$ cat config.mk
export PLATFORM = sky130hd
export DESIGN_NAME = range_step_counter
export DESIGN_NICKNAME = d
export VERILOG_FILES = /design/src/rtl/range_step_counter.sv
export SDC_FILE = /design/constraint.sdc
export NUM_CORES = 1
export LEC_CHECK = 0
export CORE_UTILIZATION = 54
export DETAILED_ROUTE_END_ITERATION = 16
export GPL_TIMING_DRIVEN = 1
export PLACE_DENSITY = 0.95
export SLEW_MARGIN = 10
export SYNTH_ARGS = -nofsm -noshare
export SYNTH_HDL_FRONTEND = slang
export SYNTH_SLANG_ARGS = --single-unit
$ cat constraint.sdc
create_clock -name clk -period 7.95 [get_ports clk]
set_input_delay 1.59 -clock clk [delete_from_list [all_inputs] [get_ports clk]]
set_output_delay 1.59 -clock clk [all_outputs]
set_load 0.01 [all_outputs]
$ cat src/rtl/range_step_counter.sv
// range_step_counter: up/down counter with programmable step, window and end mode.
// Optional prescaler under RANGE_CNT_PRESCALE_EN.
//
// Ports:
//   clk, rst      rising-edge clock and synchronous active-high reset
//   en, up        count enable and direction (1 = up)
//   load          synchronous load of load_value
//   init_value    value taken on rst
//   step          amount added or subtracted per counting cycle
//   lo/hi_limit   inclusive window bounds
//   mode          00 wrap, 01 saturate, 10 one-shot, 11 wrap
//   prescale      count every prescale+1 enabled cycles (macro only)
//   data          registered count
//   co            data is at the bound for the current direction
//   bnd           one-cycle pulse after a boundary event
//   done          sticky one-shot completion flag
module range_step_counter #(
  parameter int SIZE = 8
`ifdef RANGE_CNT_PRESCALE_EN
  ,
  parameter int PRE_W = 4
`endif
) (
  input  logic            clk,
  input  logic            rst,
  input  logic            en,
  input  logic            up,
  input  logic            load,
  input  logic [SIZE-1:0] load_value,
  input  logic [SIZE-1:0] init_value,
  input  logic [SIZE-1:0] step,
  input  logic [SIZE-1:0] lo_limit,
  input  logic [SIZE-1:0] hi_limit,
  input  logic [1:0]      mode,
`ifdef RANGE_CNT_PRESCALE_EN
  input  logic [PRE_W-1:0] prescale,
`endif
  output logic [SIZE-1:0] data,
  output logic            co,
  output logic            bnd,
  output logic            done
);

  localparam logic [1:0] MODE_SAT = 2'b01;
  localparam logic [1:0] MODE_ONE = 2'b10;

  logic [SIZE-1:0] data_q, data_d;
  logic            bnd_q, bnd_d;
  logic            done_q, done_d;
  logic [SIZE:0]   sum, diff;
  logic            hit_up, hit_dn, hit;
  logic            active, cnt_cycle;
  logic            is_sat, is_one;

`ifdef RANGE_CNT_PRESCALE_EN
  logic [PRE_W-1:0] pre_q, pre_d;
  logic             pre_term;

  assign pre_term = (pre_q == prescale);
`endif

  assign is_sat = (mode == MODE_SAT);
  assign is_one = (mode == MODE_ONE);

  // Extra top bit carries overflow/borrow so no step ever wraps silently.
  assign sum    = {1'b0, data_q} + {1'b0, step};
  assign diff   = {1'b0, data_q} - {1'b0, step};
  assign hit_up = sum > {1'b0, hi_limit};
  assign hit_dn = diff[SIZE] | (diff < {1'b0, lo_limit});
  assign hit    = up ? hit_up : hit_dn;

  assign active = en & ~done_q;
`ifdef RANGE_CNT_PRESCALE_EN
  assign cnt_cycle = active & pre_term;
`else
  assign cnt_cycle = active;
`endif

  always_comb begin
    data_d = data_q;
    bnd_d  = 1'b0;
    done_d = done_q;
`ifdef RANGE_CNT_PRESCALE_EN
    pre_d  = pre_q;
`endif
    if (load) begin
      data_d = load_value;
      done_d = 1'b0;
`ifdef RANGE_CNT_PRESCALE_EN
      pre_d  = '0;
`endif
    end else begin
`ifdef RANGE_CNT_PRESCALE_EN
      if (active) begin
        pre_d = pre_term ? '0 : pre_q + 1'b1;
      end
`endif
      if (cnt_cycle) begin
        if (hit) begin
          bnd_d = 1'b1;
          // Saturate and one-shot park on the bound being crossed;
          // wrap jumps to the opposite bound.
          if (is_sat || is_one) begin
            data_d = up ? hi_limit : lo_limit;
          end else begin
            data_d = up ? lo_limit : hi_limit;
          end
          if (is_one) begin
            done_d = 1'b1;
          end
        end else begin
          data_d = up ? sum[SIZE-1:0] : diff[SIZE-1:0];
        end
      end
    end
  end

  always_ff @(posedge clk) begin
    if (rst) begin
      data_q <= init_value;
      bnd_q  <= 1'b0;
      done_q <= 1'b0;
`ifdef RANGE_CNT_PRESCALE_EN
      pre_q  <= '0;
`endif
    end else begin
      data_q <= data_d;
      bnd_q  <= bnd_d;
      done_q <= done_d;
`ifdef RANGE_CNT_PRESCALE_EN
      pre_q  <= pre_d;
`endif
    end
  end

  assign data = data_q;
  assign bnd  = bnd_q;
  assign done = done_q;
  assign co   = (data_q == (up ? hi_limit : lo_limit));

endmodule

==> impl_metrics.sql, run 1 <==
INSERT INTO impl_metrics (metric_group, metric, value, unit) VALUES
('sta', 'finalSetupViolations', '0', ''),
('critical_path', 'required', '7920', 'ps'),
('synth', 'yosys_top_cell_by_area', 'ha_1', ''),
('routing', 'drt_pass1_iterations', '4', ''),
('sta', 'final-max-slew-violation-count', '0', ''),
('routing', 'detailroute.via_count', '2181', ''),
('power', 'cellPowerDensity', '189', 'nW/um2'),
('final_layout', 'multi_input_gate_area', '1670', 'um2'),
('clocking', 'clock_sinks', '10', ''),
('synth', 'synth_top_cells_by_count', '32 x ha_1, 29 x inv_1, 24 x nor2_1', ''),
('final_layout', 'area_growth_from_synthesis_to_layout', '29.5', '%'),
('placed_design', 'place_hpwl', '4610', 'um'),
('sta', 'clock.fmax', '181', 'MHz'),
('synth', 'postSynthNetCount', '338', ''),
('final_layout', 'antenna_cells_inserted', '0', ''),
('routing', 'drt_first_iter_violations', '221', ''),
('routing', 'vias_per_cell', '6.14', ''),
('critical_path', 'timing.critical_path.slowest_stage_cell', 'nor3b_1', ''),
('synth', 'synth_async_sr_flop_share', '0', '%'),
('routing', 'postRouteWirelength', '6010', 'um'),
('critical_path', 'path_delay_family', 'compound AO/OA/AOI/OAI gates', ''),
('synth', 'synth.area.top_cells', 'ha_1 19%, edfxtp_1 11%, mux2i_1 6.6%', ''),
('global_routing', 'vias_in_the_first_global_route', '2109', ''),
('routing', 'wl_per_cell', '16.9', 'um'),
('final_layout', 'fill_cells', '259', ''),
('critical_path', 'cp-end-kind', 'flip-flop', ''),
('synth', 'syn_warnings', '0', ''),
('floorplanning', 'placeableCoreArea', '3720', 'um2'),
('clocking', 'clock_tree.htree_level_count', '1', ''),
('clocking', 'worstSkewPairLatency', '240', 'ps'),
('sta', 'period_share', '69.4', '%'),
('routing', 'ant_nets', '0', ''),
('floorplanning', 'initial_utilization', '57.1', '%'),
('placed_design', 'finalWeightedCongestion', '0.915', ''),
('power', 'leakagePower', '1.20', 'nW'),
('clocking', 'postCtsSetupRepairBufs', '0', ''),
('synth', 'yosysMostFrequentCell', 'ha_1', ''),
('sta', 'skew', '1.19', 'ps'),
('status', 'status', 'complete, no violations', ''),
('clocking', 'cts_root_buf', 'clkbuf_8', ''),
('power', 'peakVddDrop', '0.146', 'mV'),
('synth', 'synth_top_area_share', '18.9', '%'),
('synth', 'synth-seq-area-share', '13.2', '%'),
('synth', 'ys.flop_type', 'edfxtp_1', ''),
('sta', 'grt_setup_unrepaired', 'no', ''),
('global_routing', 'global_route.overflow_total', '0', ''),
('clocking', 'post_cts_resize_count', '0', ''),
('sta', 'finalHoldViolCount', '0', ''),
('placed_design', 'port_buffers', '57', ''),
('final_layout', 'register_area', '280', 'um2'),
('final_layout', 'finish.utilization', '73.9', '%'),
('clocking', 'cts_tree', 'done', ''),
('critical_path', 'crit_chain', 'clkdlybuf4s50_1 > inv_1 > ha_1 > nor3b_1 > o31ai_4 > a21oi_1 > nor2_1 > o21bai_1 > xnor2_1 > ha_1 > a211oi_1 > o211ai_1 > o211ai_1 > a32oi_4 > a221oi_1 > o31ai_1', ''),
('sta', 'min_period', '5520', 'ps'),
('clocking', 'hold_buffers', '0', ''),
('clocking', 'clkTransAtPathRegs', '50', 'ps'),
('critical_path', 'max_stage_delay', '570', 'ps'),
('critical_path', 'critical_path.startpoint_type', 'primary input', ''),
('synth', 'synth_area', '2120', 'um2'),
('clocking', 'cts_buffer_depth', '2', ''),
('clocking', 'numCtsBuffers', '3', ''),
('final_layout', 'layout-drive-gt1-share', '5.21', '%'),
('critical_path', 'cp_data_arrival_time', '5480', 'ps'),
('global_routing', 'grt_first_pass_wirelength', '9900', 'um'),
('worst_hold_path', 'timing.hold.worst.class', 'flip-flop to flip-flop', ''),
('critical_path', 'crit_type', 'primary input to flip-flop', ''),
('global_routing', 'groute.usage.overall', '30.9', '%'),
('synth', 'synth_edf_count', '8', ''),
('floorplanning', 'num_rows', '22', ''),
('routing', 'drc_errors', '0', ''),
('synth', 'ys_types', '55', '');
[where the power goes]
group          switching, mW  total [mW]  leakage, nW  internal, mW
Sequential            0.0129      0.0806        0.101        0.0678
Combinational          0.199       0.374         1.07         0.176
Clock                 0.0219      0.0656       0.0288        0.0437
Total                  0.234       0.521         1.20         0.287
[final timing paths]
kind	startpoint	end	slack, ps	cells after the start
max	step[2]	data[6]	2430	16
min	done	done	570	2
max reg2reg	data[2]	data[6]	3760	14
min reg2reg	done	done	570	2
[state kept, by name (all words and copies together) (netlist names)]
signal / cells
done: 1
bnd: 1
data: 8
[cell type report]
cell class,count,area share [%]
inverter,29,3.96
multi-input combinational,206,60.6
sequential,10,10.2
timing repair buffer,58,21.0
tap,48,2.19
clock buffer,4,2.00
[cells by family (layout without fill, tap and decap cells)]
| family | Yosys count | in the layout | share of synthesized area (%) |
|---|---|---|---|
| flip-flops | 10 | 10 | 13.2 |
| buffers and inverters | 41 | 91 | 8.31 |
| XOR/XNOR | 26 | 26 | 10.7 |
| adder cells (fa/ha/maj) | 34 | 34 | 20.8 |
| multiplexers | 16 | 16 | 7.66 |
| AO/OA/AOI/OAI | 70 | 70 | 24.9 |
| AND/OR/NAND/NOR | 60 | 60 | 14.4 |
[cell usage in the layout, fill, tap and decap left out, types with 4 or more instances in the layout]
| master | synthesis | final |
|---|---|---|
| a211oi_1 | 6 | 6 |
| a21oi_1 | 12 | 12 |
| clkbuf_8 | 0 | 4 |
| clkdlybuf4s50_1 | 0 | 57 |
| edfxtp_1 | 8 | 8 |
| ha_1 | 32 | 32 |
| inv_1 | 29 | 29 |
| mux2i_1 | 14 | 14 |
| nand2_1 | 11 | 11 |
| nor2_1 | 24 | 24 |
| nor2b_1 | 5 | 5 |
| o21a_1 | 6 | 6 |
| o21ai_0 | 8 | 8 |
| o31ai_1 | 6 | 6 |
| xnor2_1 | 15 | 15 |
| xor2_1 | 11 | 11 |
[layer usage]
metal / share of wire, % / GRT usage (%) / vias up
li1: - / - / 1025
met1: 42 / 39.2 / 1017
met2: 48 / 53.3 / 117
met3: 6.5 / 2.29 / 22
met4: 3.6 / 13.3 / 0
met5: 0 / 0 / -
[worst register-to-register path, cell delays in order (launching register included)]
cell and delay (ps):
edfxtp_1 500, ha_1 470, nor3b_1 580, o31ai_4 160, a21oi_1 150, nor2_1 50, o21bai_1 150, xnor2_1 90
ha_1 200, a211oi_1 240, o211ai_1 140, o211ai_1 280, a32oi_4 280, a221oi_1 460, o31ai_1 150
[through the flow]
stage          cells  total power, mW  worst slack [ps]  hold slack, ps  cell area (um2)
6_report         355            0.521              2430             570             2750
3_3_place_gp     351            0.428              2530             518             2690
3_5_place_dp     351            0.440              2360             510             2690
2_1_floorplan    257            0.344              3210             532             2120
4_1_cts          355            0.512              2490             569             2750
5_1_grt          355            0.559              2220             590             2750
Note: power is estimated with default switching activity, not from simulation.
==> run 2: changes to the inputs <==
--- a/config.mk
+++ b/config.mk
@@ -5,10 +5,10 @@
 export SDC_FILE = /design/constraint.sdc
 export NUM_CORES = 1
 export LEC_CHECK = 0
-export CORE_UTILIZATION = 54
+export CORE_UTILIZATION = 50
 export DETAILED_ROUTE_END_ITERATION = 16
 export GPL_TIMING_DRIVEN = 1
-export PLACE_DENSITY = 0.95
+export PLACE_DENSITY = 0.91
 export SLEW_MARGIN = 10
 export SYNTH_ARGS = -nofsm -noshare
 export SYNTH_HDL_FRONTEND = slang
==> constraint.sdc (replaced) <==
create_clock -name clk -period 5.5 [get_ports clk]
set_input_delay 1.1 -clock clk [delete_from_list [all_inputs] [get_ports clk]]
set_output_delay 1.1 -clock clk [all_outputs]
set_load 0.01 [all_outputs]
==> run 2 against run 1 <==
Net effect: clock skew grew 2.7 ps; via count shrank 6.6%; utilization shrank 5.9 points; cell count grew 0.56%; sequential share of layout area is essentially flat; non-clock buffer count is the same; sequential power grew 44%; die area grew 7.8%; critical path type unchanged; largest cell class unchanged; highest routed layer unchanged.
==> impl_metrics.sql, run 2 (synthesis results as in run 1) <==
INSERT INTO impl_metrics (metric_group, metric, value, unit) VALUES
('run', 'max_cap_viol_count', '0', ''),
('power', 'peakVddDrop', '0.155', 'mV'),
('sta', 'grt_setup_unrepaired', 'no', ''),
('critical_path', 'crit_type', 'primary input to flip-flop', ''),
('final_layout', 'design.final.nets', '389', ''),
('power', 'total_switching_power', '325', 'uW'),
('placed_design', 'finalWeightedCongestion', '0.934', ''),
('global_routing', 'groute.layer.met3.usage', '2.20', '%'),
('sta', 'final-max-slew-violation-count', '0', ''),
('global_routing', 'groute.usage.overall', '26.6', '%'),
('power', 'sequentialPowerShare', '16.0', '%'),
('clocking', 'hold_buffers', '0', ''),
('floorplanning', 'num_rows', '23', ''),
('sta', 'finalHoldViolCount', '0', ''),
('sta', 'relSlewSlack', '24.4', '%'),
('final_layout', 'multi_input_gate_area', '1670', 'um2'),
('critical_path', 'required', '5460', 'ps'),
('clocking', 'clock_sinks', '10', ''),
('routing', 'drt_first_iter_violations', '108', ''),
('clocking', 'postCtsSetupRepairBufs', '0', ''),
('global_routing', 'initial_antenna_violation_count', '0', ''),
('routing', 'postRouteWirelength', '5430', 'um'),
('floorplanning', 'die-width', '67.1', 'um'),
('floorplanning', 'placeableCoreArea', '4030', 'um2'),
('clocking', 'cts_root_buf', 'clkbuf_8', ''),
('sta', 'skew', '3.92', 'ps'),
('power', 'power.share.combinational', '73.3', '%'),
('floorplanning', 'floorplan.die_area', '4510', 'um2'),
('final_layout', 'antenna_cells_inserted', '0', ''),
('clocking', 'clock_tree.htree_level_count', '1', ''),
('critical_path', 'cp_data_arrival_time', '5030', 'ps'),
('power', 'power.internal', '401', 'uW'),
('routing', 'detailroute.via_count', '2038', ''),
('final_layout', 'layout.cell_area.non_filler', '2740', 'um2'),
('global_routing', 'grt_first_pass_wirelength', '8980', 'um'),
('final_layout', 'register_area', '280', 'um2'),
('clocking', 'clkTransAtPathRegs', '40', 'ps'),
('routing', 'drc_errors', '0', ''),
('sta', 'min_period', '5070', 'ps'),
('sta', 'clock.fmax', '197', 'MHz'),
('placed_design', 'post_place_setup_slack', '321', 'ps'),
('power', 'leakagePower', '1.19', 'nW'),
('critical_path', 'critPathMaxFanout', '14', ''),
('worst_hold_path', 'timing.hold.worst.class', 'flip-flop to flip-flop', ''),
('sta', 'finalSetupViolations', '0', ''),
('critical_path', 'critical_path.startpoint_type', 'primary input', ''),
('placed_design', 'dpl-instance-area', '2700', 'um2'),
('placed_design', 'port_buffers', '57', ''),
('final_layout', 'layout.cells.most_common', 'clkdlybuf4s50_1', ''),
('clocking', 'numCtsBuffers', '3', ''),
('clocking', 'post_cts_resize_count', '0', ''),
('clocking', 'cts_tree', 'done', ''),
('placed_design', 'place_hpwl', '4570', 'um'),
('final_layout', 'area_growth_from_synthesis_to_layout', '29.1', '%'),
('floorplanning', 'die_height', '67.1', 'um'),
('final_layout', 'fill_cells', '338', ''),
('power', 'design_power_total', '726', 'uW'),
('sta', 'period_share', '92.2', '%'),
('floorplanning', 'initial_utilization', '52.7', '%'),
('power', 'cellPowerDensity', '265', 'nW/um2'),
('routing', 'drt_pass1_iterations', '4', ''),
('global_routing', 'vias_in_the_first_global_route', '2025', ''),
('routing', 'ant_nets', '0', ''),
('global_routing', 'grt-busiest-layer', 'met2', ''),
('routing', 'vias_per_cell', '5.71', ''),
('routing', 'wl_per_cell', '15.2', 'um'),
('sta', 'final_critical_path_setup_slack', '430', 'ps'),
('global_routing', 'global_route.overflow_total', '0', ''),
('final_layout', 'layout-drive-gt1-share', '4.89', '%'),
('clocking', 'worstSkewPairLatency', '240', 'ps'),
('power', 'clkPwrFrac', '10.7', '%'),
('final_layout', 'largest_register_ff_count', '8', ''),
('final_layout', 'finish.utilization', '68.0', '%'),
('power', 'power.switching_fraction', '44.8', '%'),
('sta', 'setup-tns-final', '0', 'ps'),
('global_routing', 'gr-usage-met1', '34.0', '%'),
('critical_path', 'cp-end-kind', 'flip-flop', ''),
('global_routing', 'grt_start_max_net_pins', '17', ''),
('clocking', 'cts_buffer_depth', '2', ''),
('status', 'status', 'complete, no violations', ''),
('sta', 'worst_slew_pin_slew', '1120', 'ps'),
('final_layout', 'layout_common_cells', '57 x clkdlybuf4s50_1, 32 x ha_1, 29 x inv_1, 24 x nor2_1, 15 x xnor2_1', ''),
('floorplanning', 'design.portCount', '58', ''),
('global_routing', 'grt_use_met2', '47.6', '%');
## run 2: cell type report
class / count / share of cell area, %
Timing Repair Buffer: 58 / 21.1
Inverter: 29 / 3.97
Sequential cell: 10 / 10.2
Multi-Input combinational cell: 206 / 60.8
Tap cell: 50 / 2.28
Clock buffer: 4 / 1.64
## run 2: per-stage QoR
step / std cells / hold slack [ps]
6_report: 357 / 531
5_1_grt: 357 / 588
4_1_cts: 357 / 537
3_5_place_dp: 353 / 513
3_3_place_gp: 353 / 519
2_1_floorplan: 257 / 532
## run 2: power groups by stage
stage / Clock, mW / Combinational, mW / Sequential (mW)
3_3_place_gp: 0 / 0.506 / 0.116
3_5_place_dp: 0 / 0.521 / 0.117
6_report: 0.0781 / 0.532 / 0.116
5_1_grt: 0.0829 / 0.583 / 0.118
2_1_floorplan: 0 / 0.379 / 0.118
4_1_cts: 0.0782 / 0.526 / 0.115
## run 2: path summary, 6_finish.rpt
kind,from,end,slack [ps],cells past startpoint
worst min-delay path,done,done,530,2
worst max-delay path,step[2],data[6],430,16
worst max register to register,data[2],data[6],1320,14
worst min register to register,done,done,530,2
## run 2: worst max-delay path: stages
cell,delay [ps]
clkdlybuf4s50_1,490
inv_1,50
ha_1,430
nand2b_4,200
a221oi_1,390
nor2_1,80
nor2_1,90
nor2_1,60
xor2_1,140
ha_1,310
a211oi_1,390
o211ai_1,190
o211ai_1,310
a32oi_4,280
a221oi_1,370
o31ai_1,130
## run 2: routing by layer
layer | routed length [um] | part of all wire [%]
met1 | 2430 | 45
met4 | 59 | 1.1
met2 | 2640 | 49
met3 | 301 | 5.5
met5 | 0 | 0
